[config.mk]
export PLATFORM = sky130hd
export DESIGN_NAME = router_rx_deframer
export DESIGN_NICKNAME = d
export VERILOG_FILES = /design/src/rtl/router_pkg.sv /design/src/rtl/router_rx_fifo.sv /design/src/rtl/router_rx_deframer.sv
export SDC_FILE = /design/constraint.sdc
export NUM_CORES = 1
export LEC_CHECK = 0
export CORE_ASPECT_RATIO = 1.5
export CORE_MARGIN = 8
export CORE_UTILIZATION = 50
export DETAILED_ROUTE_END_ITERATION = 7
export GPL_TIMING_DRIVEN = 0
export PLACE_DENSITY = 0.73
export REMOVE_ABC_BUFFERS = 1
export SYNTH_ARGS = -nofsm -noshare
export SYNTH_HDL_FRONTEND = slang
export SYNTH_SLANG_ARGS = --single-unit
[constraint.sdc]
create_clock -name clock -period 3.07 [get_ports clock]
set_input_delay 0.614 -clock clock [delete_from_list [all_inputs] [get_ports clock]]
set_output_delay 0.614 -clock clock [all_outputs]
set_load 0.02 [all_outputs]
[src/rtl/router_pkg.sv]
// Shared types and elaboration helpers for the router receive path.
package router_pkg;

  typedef enum logic [1:0] {
    IDLE,
    ADDR,
    PAD,
    DATA
  } rx_state_e;

  function automatic int max3(input int a, input int b, input int c);
    int m;
    m = (a > b) ? a : b;
    return (m > c) ? m : c;
  endfunction

  // Width of a counter that must hold values 0..n-1; never below 1 bit.
  function automatic int cnt_width(input int n);
    return (n <= 2) ? 1 : $clog2(n);
  endfunction

endpackage

[src/rtl/router_rx_fifo.sv]
// Synchronous show-ahead FIFO with registered valid, almost-full and occupancy.
module router_rx_fifo #(
  parameter int W     = 14,
  parameter int DEPTH = 16,
  localparam int PTR_W = $clog2(DEPTH),
  localparam int CNT_W = PTR_W + 1
) (
  input  logic             clock,
  input  logic             reset_n,
  input  logic             push,
  input  logic [W-1:0]     push_data,
  input  logic             pop,
  output logic [W-1:0]     head_data,
  output logic             head_valid,
  output logic             afull,
  output logic [CNT_W-1:0] count
);

  logic [W-1:0]     mem [DEPTH];
  logic [PTR_W-1:0] wr_ptr_q, wr_ptr_d;
  logic [PTR_W-1:0] rd_ptr_q, rd_ptr_d;
  logic [CNT_W-1:0] count_q, count_d;
  logic             valid_q, valid_d;
  logic             afull_q, afull_d;
  logic             push_ok, pop_ok;

  // A full FIFO still accepts a push when the head leaves in the same cycle.
  assign pop_ok  = pop && valid_q;
  assign push_ok = push && ((count_q != CNT_W'(DEPTH)) || pop_ok);

  always_comb begin
    wr_ptr_d = wr_ptr_q;
    rd_ptr_d = rd_ptr_q;
    count_d  = count_q;
    if (push_ok) wr_ptr_d = wr_ptr_q + PTR_W'(1);
    if (pop_ok)  rd_ptr_d = rd_ptr_q + PTR_W'(1);
    case ({push_ok, pop_ok})
      2'b10:   count_d = count_q + CNT_W'(1);
      2'b01:   count_d = count_q - CNT_W'(1);
      default: count_d = count_q;
    endcase
    valid_d = (count_d != '0);
    afull_d = (count_d >= CNT_W'(DEPTH - 1));
  end

  // NOTE: state registers use non-blocking assignments so every flop samples pre-edge values.
  always_ff @(posedge clock or negedge reset_n) begin
    if (!reset_n) begin
      wr_ptr_q <= '0;
      rd_ptr_q <= '0;
      count_q  <= '0;
      valid_q  <= 1'b0;
      afull_q  <= 1'b0;
    end else begin
      wr_ptr_q <= wr_ptr_d;
      rd_ptr_q <= rd_ptr_d;
      count_q  <= count_d;
      valid_q  <= valid_d;
      afull_q  <= afull_d;
    end
  end

  // NOTE: storage is deliberately not reset; the head is masked while empty instead.
  always_ff @(posedge clock) begin
    if (push_ok) mem[wr_ptr_q] <= push_data;
  end

  assign head_data  = valid_q ? mem[rd_ptr_q] : '0;
  assign head_valid = valid_q;
  assign afull      = afull_q;
  assign count      = count_q;

endmodule

[src/rtl/router_rx_deframer.sv]
// Serial-to-parallel receive deframer with output FIFO; define ROUTER_RX_STATS_EN
// to build the saturating packet/error counters (otherwise they read 0).
module router_rx_deframer
  import router_pkg::*;
#(
  parameter int PORTS      = 16,  // at least 4
  parameter int DATA_W     = 8,   // at least 2
  parameter int PAD_CYCLES = 4,
  parameter int FIFO_DEPTH = 16,
  localparam int ADDR_W    = $clog2(PORTS)
) (
  input  logic              clock,
  input  logic              reset_n,
  input  logic              din,
  input  logic              frame_n,
  input  logic              valid_n,
  output logic              busy_n,
  output logic              out_valid,
  input  logic              out_ready,
  output logic [DATA_W-1:0] out_data,
  output logic [ADDR_W-1:0] out_addr,
  output logic              out_sop,
  output logic              out_eop,
  output logic              err,
  output logic [15:0]       pkt_cnt,
  output logic [15:0]       err_cnt
);

  typedef struct packed {
    logic [ADDR_W-1:0] addr;
    logic [DATA_W-1:0] data;
    logic              sop;
    logic              eop;
  } rx_word_t;

  localparam int CNT_W  = cnt_width(max3(ADDR_W, DATA_W, PAD_CYCLES));
  localparam int FCNT_W = $clog2(FIFO_DEPTH) + 1;

  rx_state_e         state_q, state_d;
  logic [CNT_W-1:0]  cnt_q, cnt_d;
  logic [ADDR_W-1:0] addr_q, addr_d;
  logic [DATA_W-1:0] data_q, data_d;
  logic              first_q, first_d;
  logic              err_q, err_d;
  logic              push, proto_err, pop, drop, fifo_afull;
  rx_word_t          push_word, head;
  logic [FCNT_W-1:0] fifo_count;

  // NOTE: every always_comb output gets a default first so no path infers a latch.
  always_comb begin
    state_d   = state_q;
    cnt_d     = cnt_q;
    addr_d    = addr_q;
    data_d    = data_q;
    first_d   = first_q;
    push      = 1'b0;
    push_word = '0;
    proto_err = 1'b0;
    unique case (state_q)
      IDLE: begin
        if (!frame_n) begin
          addr_d  = {din, addr_q[ADDR_W-1:1]};
          cnt_d   = CNT_W'(1);
          first_d = 1'b1;
          state_d = ADDR;
        end
      end
      ADDR: begin
        if (frame_n) begin
          proto_err = 1'b1;
          state_d   = IDLE;
        end else begin
          addr_d = {din, addr_q[ADDR_W-1:1]};
          if (cnt_q == CNT_W'(ADDR_W - 1)) begin
            cnt_d   = '0;
            state_d = PAD;
          end else begin
            cnt_d = cnt_q + CNT_W'(1);
          end
        end
      end
      PAD: begin
        if (frame_n) begin
          proto_err = 1'b1;
          state_d   = IDLE;
        end else if (cnt_q == CNT_W'(PAD_CYCLES - 1)) begin
          cnt_d   = '0;
          state_d = DATA;
        end else begin
          cnt_d = cnt_q + CNT_W'(1);
        end
      end
      DATA: begin
        if (!valid_n) begin
          // LSB-first: after DATA_W shifts the first bit has reached bit 0.
          data_d = {din, data_q[DATA_W-1:1]};
          if (cnt_q == CNT_W'(DATA_W - 1)) begin
            push      = 1'b1;
            push_word = '{addr: addr_q, data: data_d, sop: first_q, eop: frame_n};
            first_d   = 1'b0;
            cnt_d     = '0;
            if (frame_n) state_d = IDLE;
          end else if (frame_n) begin
            proto_err = 1'b1;
            state_d   = IDLE;
          end else begin
            cnt_d = cnt_q + CNT_W'(1);
          end
        end else if (frame_n) begin
          // Ending on a gap is clean only at a word boundary after at least one word.
          proto_err = first_q || (cnt_q != '0);
          state_d   = IDLE;
        end
      end
      default: state_d = IDLE;
    endcase
  end

  assign pop   = out_valid && out_ready;
  assign drop  = push && (fifo_count == FCNT_W'(FIFO_DEPTH)) && !pop;
  assign err_d = proto_err || drop;

  always_ff @(posedge clock or negedge reset_n) begin
    if (!reset_n) begin
      state_q <= IDLE;
      cnt_q   <= '0;
      addr_q  <= '0;
      data_q  <= '0;
      first_q <= 1'b0;
      err_q   <= 1'b0;
    end else begin
      state_q <= state_d;
      cnt_q   <= cnt_d;
      addr_q  <= addr_d;
      data_q  <= data_d;
      first_q <= first_d;
      err_q   <= err_d;
    end
  end

  router_rx_fifo #(
    .W     ($bits(rx_word_t)),
    .DEPTH (FIFO_DEPTH)
  ) u_fifo (
    .clock      (clock),
    .reset_n    (reset_n),
    .push       (push),
    .push_data  (push_word),
    .pop        (pop),
    .head_data  (head),
    .head_valid (out_valid),
    .afull      (fifo_afull),
    .count      (fifo_count)
  );

  assign busy_n   = !fifo_afull;
  assign err      = err_q;
  assign out_data = head.data;
  assign out_addr = head.addr;
  assign out_sop  = head.sop;
  assign out_eop  = head.eop;

`ifdef ROUTER_RX_STATS_EN
  logic [15:0] pkt_cnt_q, pkt_cnt_d;
  logic [15:0] err_cnt_q, err_cnt_d;

  always_comb begin
    pkt_cnt_d = pkt_cnt_q;
    err_cnt_d = err_cnt_q;
    if (push && push_word.eop && !drop && (pkt_cnt_q != 16'hFFFF)) pkt_cnt_d = pkt_cnt_q + 16'd1;
    if (err_d && (err_cnt_q != 16'hFFFF)) err_cnt_d = err_cnt_q + 16'd1;
  end

  always_ff @(posedge clock or negedge reset_n) begin
    if (!reset_n) begin
      pkt_cnt_q <= '0;
      err_cnt_q <= '0;
    end else begin
      pkt_cnt_q <= pkt_cnt_d;
      err_cnt_q <= err_cnt_d;
    end
  end

  assign pkt_cnt = pkt_cnt_q;
  assign err_cnt = err_cnt_q;
`else
  assign pkt_cnt = '0;
  assign err_cnt = '0;
`endif

endmodule

# [Word-level counts from Yosys, hierarchy flattened]
# Memories as Yosys holds them, arrays and structs flattened.
# Index checks and enable logic that the tools add are counted.
[totals] regBits=34 ramBits=224 inputBits=6 output_inout_bits=49 word_cells=91 memories=1
[memory_table] memory="u_fifo.mem" depth=16 width=14 read_ports=1 rd_ports_with_merged_regs=0 wr=1 line="router_rx_fifo.sv:19" source="logic [W-1:0] mem [DEPTH];"
[op_classes] addsub=5 n_lt_le_gt_ge=1 n_eq_ne=17 mux=33 bitwise_logic=2 n_reduce_logical=21
[ops] cell="2-to-1 mux 14 bit" count=4
[ops] cell="2-to-1 mux 3 bit" count=6
[ops] cell="2-to-1 mux 1 bit" count=12
[ops] cell="2-to-1 mux 2 bit" count=6
[ops] cell="AND reduction 4 bit" count=3
[ops] cell="!= test 2 bit, second input constant" count=5
[ops] cell="one-hot mux 5 bit (2 select lines)" count=1
[ops] cell="!= test 3 bit, second input constant" count=3
[ops] cell="one-hot mux 3 bit (3 select lines)" count=1
[ops] cell="adder 4 x 1 -> 4 bit, second input constant" count=2
[ops] cell="one-hot mux 2 bit (4 select lines)" count=1
[ops] cell="equality test 2 bit, second input constant" count=3
[ops] cell="adder 5 x 1 -> 5 bit, second input constant" count=1
[ops] cell="equality test 5 bit, second input constant" count=1
[ops] cell=">= comparator 5 x 4 -> 1 bit, second input constant" count=1
[ops] cell="logical AND 1 bit" count=5
[ops] cell="!= test 5 bit, second input constant" count=1
[ops] cell="nonzero test 5 bit" count=1
[ops] cell="subtractor 5 x 1 -> 5 bit, second input constant" count=1
[ops] cell="equality test 2 x 1 -> 1 bit, second input constant" count=2
[ops] cell="one-hot mux 1 bit (2 select lines)" count=2
[ops] cell="AND reduction 2 bit" count=2
[ops] cell="OR reduction 2 bit" count=2
[ops] cell="adder 3 x 1 -> 3 bit, second input constant" count=1
[ops] cell="8 further kinds" count=12

# [Depth between registers and ports, before layout]
[logic_depth] depth_word=8 depth_mapped=11 depth_no_buf=11

# [Modules after synthesis]
# Synthesis repeated with hierarchy kept, for this count alone.
[unflattened] cells_unflattened=561 area_unflattened_um2=10840.4
[by_module_without_submodules] mod="router_rx_fifo" n_inst=1 cells_per_inst=425 area_each_um2=9496.6 seq_area_each_um2=7101.8
[by_module_without_submodules] mod="router_rx_deframer" n_inst=1 cells_per_inst=136 area_each_um2=1343.8 seq_area_each_um2=450.4

# [Worst setup path before layout]
# Ideal clock, no wire load.
[synth_timing] path_type="register to register" start="reg cnt_q[0]" end="reg u_fifo.valid_q, in the netlist u_fifo.head_valid" arrival_time_ns=2.678 required_time_ns=2.934 slack_ns=0.257 path_stages_with_launch=12 cell_sequence="dfrtp_1 -> ha_1 -> ha_1 -> and3b_1 -> nor2_1 -> inv_2 -> fa_1 -> nand2b_1 -> a21oi_1 -> mux2_2 -> mux2i_1 -> nand3_1"
[synth_between] elab_chain_cells=8 word_cells_on_any_way=9 classes_between="eq/ne: 3; mux: 4; reduce/logical: 2"
[synth_rtl] element="from (decl)" line="router_rx_deframer.sv:40" source="logic [CNT_W-1:0] cnt_q, cnt_d;"
[synth_rtl] element="from (signal assigned)" line="router_rx_deframer.sv:133" source="cnt_q <= cnt_d;"
[synth_rtl] element="equality test 3 bit *" line="router_rx_deframer.sv:97" source="if (cnt_q == CNT_W'(DATA_W - 1)) begin"
[synth_rtl] element="2-to-1 mux 1 bit *" line="router_rx_deframer.sv:97"
[synth_rtl] element="2-to-1 mux 1 bit *" line="router_rx_deframer.sv:94" source="if (!valid_n) begin"
[synth_rtl] element="2-to-1 mux 1 bit *" line="router_rx_deframer.sv:59" source="unique case (state_q)"
[synth_rtl] element="logical AND 1 bit *" line="router_rx_fifo.sv:29" source="assign push_ok = push && ((count_q != CNT_W'(DEPTH)) || pop_ok);"
[synth_rtl] element="equality test 2 x 1 -> 1 bit or equality test 2 bit (tied branches)" line="router_rx_fifo.sv:37" source="case ({push_ok, pop_ok})"
[synth_rtl] element="one-hot mux 5 bit (2 select lines) *" line="router_rx_fifo.sv:37"
[synth_rtl] element="nonzero test 5 bit *" line="router_rx_fifo.sv:42" source="valid_d = (count_d != '0);"
[synth_rtl] element="net u_fifo.valid_d" line="router_rx_fifo.sv:23" source="logic valid_q, valid_d;"
[synth_rtl] element="to (signal assigned)" line="router_rx_fifo.sv:58" source="valid_q <= valid_d;"
[synth_rtl] element="to (decl)" line="router_rx_fifo.sv:23"
# The timed path passes the listed nets; every way through them passes the cells marked *.
# A chain may end at the register's enable or synchronous reset.

# [Worst setup path in the final report]
[layout_timing] start="reg u_fifo.rd_ptr_q[0]" end="out out_sop"
[layout_between] elab_chain_cells=2
[layout_rtl] element="from (decl)" line="router_rx_fifo.sv:21" source="logic [PTR_W-1:0] rd_ptr_q, rd_ptr_d;"
[layout_rtl] element="from (signal assigned)" line="router_rx_fifo.sv:56" source="rd_ptr_q <= rd_ptr_d;"
[layout_rtl] element="memory (16 x 14 bit)"
[layout_rtl] element="2-to-1 mux 14 bit" line="router_rx_fifo.sv:68" source="assign head_data = valid_q ? mem[rd_ptr_q] : '0;"
[layout_rtl] element="to (decl)" line="router_rx_deframer.sv:22" source="output logic out_sop,"
# No other way between the ends.

==> tab_implementation.tex <==
\begin{tabular}{lr}
\hline
Metric & Value \\
\hline
\multicolumn{2}{l}{\textbf{Run status}} \\
\quad Status & finished, violations left \\
\quad Violations in the final reports & negative setup slack \\
\multicolumn{2}{l}{\textbf{Power and ir drop}} \\
\quad Proportion of power drawn by combinational gates & approximately 29\% \\
\quad Power after layout & 9940 uW \\
\quad Internal Dissipation & a little over 7000 uW \\
\quad Leakage dissipation & approximately 0.0044 uW \\
\quad Switching power as a share of total power & 28.2\% \\
\quad Peak supply drop & between 0.4 and 0.5 mV \\
\quad Power share of the clock group & $\sim$28\% \\
\quad Switching power & roughly 2800 uW \\
\quad Part of the total power dissipated in sequential elements & between 40\% and 50\% \\
\quad Power Dens Cells & approximately 800 mW/mm2 \\
\multicolumn{2}{l}{\textbf{Setup path}} \\
\quad Crit path from & u\_fifo.rd\_ptr\_q[0] \\
\quad Arrival time at the worst endpoint & between 2 and 3 ns \\
\quad Cell with the biggest individual delay on the critical path & sky130\_fd\_sc\_hd\_\_mux4\_2 \\
\quad Worst path bufs/invs & 3 \\
\quad Critical Path End Type & output pin \\
\quad Required time reported for the critical path endpoint & around 2.5 ns \\
\quad R2R Setup Slk & 0.11 ns \\
\quad Cells on worst reg2reg path & 11 \\
\quad Largest fanout on the critical path & 5 \\
\quad Critical path startpoint category & register \\
\quad Number of gates on the worst path with buffers counted & 6 \\
\quad Start of the worst register-to-register path & cnt\_q[0] \\
\quad Cells traversed along the worst timing path & buf\_6, buf\_16, mux4\_2, mux4\_2, and2\_4, buf\_6 \\
\quad Capture point of the worst path & out\_sop \\
\quad FF-to-FF End & u\_fifo.head\_valid \\
\quad Crit-path max cell delay & between 0.5 and 0.6 ns \\
\quad Family with the most delay on the worst path & multiplexers \\
\quad Crit path kind & reg2out \\
\multicolumn{2}{l}{\textbf{Synthesis}} \\
\quad Average cell area after synthesis & approximately 19 um2 \\
\quad Netlist cell types & about 50 \\
\quad Post-synth top area share & approximately 62\% \\
\quad Synth area leader & sky130\_fd\_sc\_hd\_\_edfxtp\_1 \\
\quad Number of register bits inferred by synthesis & $\sim$260 \\
\quad Synthesis Warnings & 0 \\
\quad Sequential area share after synthesis & between 60\% and 70\% \\
\quad Synthesized netlist cell count & approximately 570 \\
\quad Proportion of register bits with asynchronous set or reset after synthesis & approximately an eighth \\
\quad Post-synth top flop & sky130\_fd\_sc\_hd\_\_edfxtp\_1 \\
\quad Number of flops mapped to enable cells by yosys & about 220 \\
\quad Netlist area before placement & 0.0108 mm2 \\
\quad Top area cells in the synthesized netlist & sky130\_fd\_sc\_hd\_\_edfxtp\_1 62\%, sky130\_fd\_sc\_hd\_\_mux4\_2 14\%, sky130\_fd\_sc\_hd\_\_dfrtp\_1 7.6\% \\
\multicolumn{2}{l}{\textbf{GRT}} \\
\quad Number of antenna violations at the first check in global routing & 0 \\
\quad First-pass GRT wire length & approximately 35000 um \\
\quad All-layer global routing usage & between 15 and 20\% \\
\quad Global route overflow & 0 \\
\quad Largest net degree at the start of global routing & 38 \\
\quad Number of global-route vias before repair & around 5800 \\
\multicolumn{2}{l}{\textbf{STA}} \\
\quad Maximum clock frequency & $\sim$310 MHz \\
\quad Relative max-transition margin & a little over a quarter \\
\quad Count of final hold-check violations & 0 \\
\quad Number of setup violations in the final report & 14 \\
\quad Maximum clock skew at final layout & 0.0122 ns \\
\quad Worst Max-Slew Pin Slew & 1.09 ns \\
\quad Max-slew violations & 0 \\
\quad Minimum setup slack in the final design & -0.154 ns \\
\quad Setup repair after global routing missed its margin & true \\
\quad Min cycle time layout & about 3.2 ns \\
\quad Final period utilization & 105\% \\
\multicolumn{2}{l}{\textbf{Floorplan}} \\
\quad Die Outline Area & roughly 0.027 mm2 \\
\quad Core Region & $\sim$0.021 mm2 \\
\quad Die boundary width & 136 um \\
\quad Cell Rows & 66 \\
\quad Vert. Die Dim & just under 200 um \\
\quad Starting utilization of the core area & between 50\% and 60\% \\
\quad Number of primary I/O pins & 55 \\
\multicolumn{2}{l}{\textbf{Min path}} \\
\quad Hold WC Path Type & in2async \\
\multicolumn{2}{l}{\textbf{Drt}} \\
\quad Number of vias per cell after detailed routing & $\sim$5.9 \\
\quad Wirelength, routed & approximately 23000 um \\
\quad Drc violations & 0 \\
\quad Total via count in the routed design & about 5300 \\
\quad Routed wirelength normalized by instance count & between 20 and 30 um \\
\quad Number of detailed-route iterations in the first pass & 5 \\
\quad Number of nets with antenna violations after routing & 0 \\
\quad Initial DRC count & 617 \\
\multicolumn{2}{l}{\textbf{Place}} \\
\quad Final weighted congestion in routability-driven placement & roughly 0.78 \\
\quad Number of port buffers & 22 \\
\quad HPWL after DPL & roughly 13000 um \\
\multicolumn{2}{l}{\textbf{Clocking}} \\
\quad Clock-pin slew on the worst setup and hold paths & 0.07 ns \\
\quad CTS sink count & 257 \\
\quad Clock H-tree levels & 1 \\
\quad Root buffer selected by CTS & sky130\_fd\_sc\_hd\_\_clkbuf\_16 \\
\quad Maximum buffer depth of the clock tree & 3 \\
\quad TritonCTS Buffers & 22 \\
\quad Insertion delay of the later-clocked pin in the worst-skew pair & 0.50 ns \\
\quad Clock tree from TritonCTS & yes \\
\multicolumn{2}{l}{\textbf{Finish}} \\
\quad Share of cells above drive strength 1 & a little over a quarter \\
\quad Number of inserted diodes & 0 \\
\quad Area taken by multi-input logic gates & around 0.0030 mm2 \\
\quad Layout Nets & about 640 \\
\quad Total of fill cells in the finished design & approximately 1500 \\
\quad Relative area change from synthesis to final layout & 13.9\% \\
\quad End-of-flow core utilization & about 57\% \\
\quad Sequential cell area & around 0.0076 mm2 \\
\multicolumn{2}{l}{\textbf{Flow run}} \\
\quad Max Cap Viol & 0 \\
\hline
\end{tabular}
-- area by class of cell --
| class | instances | area share (%) |
|---|---|---|
| repair buffers | 45 | 5.13 |
| flip-flops and latches | 257 | 61.3 |
| multi-input cells | 270 | 24.2 |
| inverters | 23 | 0.700 |
| clock buffers | 28 | 4.82 |
| clock inverters | 11 | 1.02 |
| well taps | 272 | 2.76 |
-- flip-flops by register name, summed over array words and instances (netlist names), 2 cells and up --
name / flops
addr_q: 4
cnt_q: 3
data_q: 7
state_q: 2
u_fifo.count: 5
u_fifo.mem: 224
u_fifo.rd_ptr_q: 4
u_fifo.wr_ptr_q: 4
-- timing repair --
action | in CTS | in global routing
pin swaps | 0 | 2
cloned | 8 | 1
buffers inserted | 13 | 2
hold buffers | 0 | 0
setup endpoints to repair | 241 | 59
gates resized for setup | 119 | 12
-- through the flow --
| stage | instance area (um2) | hold slack [ns] | std cells | TNS [ns] | worst slack [ns] |
|---|---|---|---|---|---|
| CTS | 12300 | 0.211 | 904 | -2.18 | -0.194 |
| detailed placement | 11200 | 0.491 | 845 | -153.87 | -0.782 |
| finish | 12300 | 0.205 | 906 | -1.70 | -0.154 |
| global placement | 11100 | 0.479 | 843 | -163.82 | -2.60 |
| floorplan | 10600 | 0.318 | 549 | -16.24 | -1.18 |
| global route | 12300 | 0.253 | 906 | -2.43 | -0.205 |
-- worst min path at each step --
stage | end | cells past startpoint
2_1_floorplan | addr_q[0] | 0
3_3_place_gp | addr_q[0] | 1
3_5_place_dp | addr_q[0] | 1
4_1_cts | u_fifo.count[1] | 1
5_1_grt | u_fifo.count[1] | 1
6_report | u_fifo.count[1] | 1
-- layer usage --
metal	global-route usage, %	up-vias	share of wire, %
met2	32.1	209	55
met3	2.07	59	4.4
li1	-	2283	-
met1	20.8	2783	38
met5	0	-	0
met4	6.98	0	3.3
-- worst register-to-register path, delay by kind of cell, from the launching register on --
family                     cells  cell delay [ns]
AOI/OAI and AO/OA              1             0.17
adders and majority gates      3             0.90
buffers and inverters          1             0.09
DFF                            1             0.40
muxes                          2             0.56
and+or+nand+nor                4             0.69
-- Yosys cell counts (3+ instances only) --
cell type	count
sky130_fd_sc_hd__inv_2	3
sky130_fd_sc_hd__nand4_1	3
sky130_fd_sc_hd__mux4_1	4
sky130_fd_sc_hd__a21oi_1	10
sky130_fd_sc_hd__mux4_2	66
sky130_fd_sc_hd__inv_1	20
sky130_fd_sc_hd__xnor2_1	8
sky130_fd_sc_hd__and2_1	44
sky130_fd_sc_hd__nand3_1	6
sky130_fd_sc_hd__clkbuf_1	11
sky130_fd_sc_hd__buf_2	7
sky130_fd_sc_hd__mux2_1	11
sky130_fd_sc_hd__nor3_1	4
sky130_fd_sc_hd__buf_4	32
sky130_fd_sc_hd__nor2_1	7
sky130_fd_sc_hd__ha_1	17
sky130_fd_sc_hd__dfrtp_1	33
sky130_fd_sc_hd__o21ai_1	8
sky130_fd_sc_hd__edfxtp_1	224
sky130_fd_sc_hd__nand2b_1	4
sky130_fd_sc_hd__nand2_1	14
-- cell usage in the layout, fill, tap and decap left out, drive strengths merged, types with 3 or more instances in the layout --
cell | netlist | final
nand2 | 14 | 14
ha | 17 | 17
nor2 | 7 | 7
a21oi | 10 | 10
o21ai | 10 | 10
edfxtp | 224 | 224
nand2b | 4 | 4
nand3 | 6 | 6
nor3 | 4 | 4
mux4 | 70 | 70
xnor2 | 8 | 8
nand4 | 3 | 3
bufinv | 0 | 3
mux2 | 12 | 12
inv | 23 | 23
conb | 1 | 32
buf | 43 | 37
clkdlybuf4s50 | 0 | 7
o211ai | 3 | 3
clkinv | 0 | 8
dfrtp | 33 | 33
clkbuf | 11 | 29
and2 | 44 | 44
-- logic make-up after synthesis --
group	after synthesis	synth area share, %
multiplexers	84	16.1
flip-flops	257	69.8
other	1	0.0346
buffers and inverters	77	4.33
AND/OR/NAND/NOR	89	4.67
XOR/XNOR	8	0.647
AO/OA/AOI/OAI	38	2.27
adder cells (fa/ha/maj)	18	2.15
-- power by group through the flow --
stage,sequential (uW),combinational [uW],clock (uW)
2_1_floorplan,4410,1320,0
3_3_place_gp,4650,1730,0
3_5_place_dp,4410,2070,0
4_1_cts,4280,2830,2810
5_1_grt,4300,3060,2960
6_report,4280,2850,2810
(Power assumes the default switching activity.)
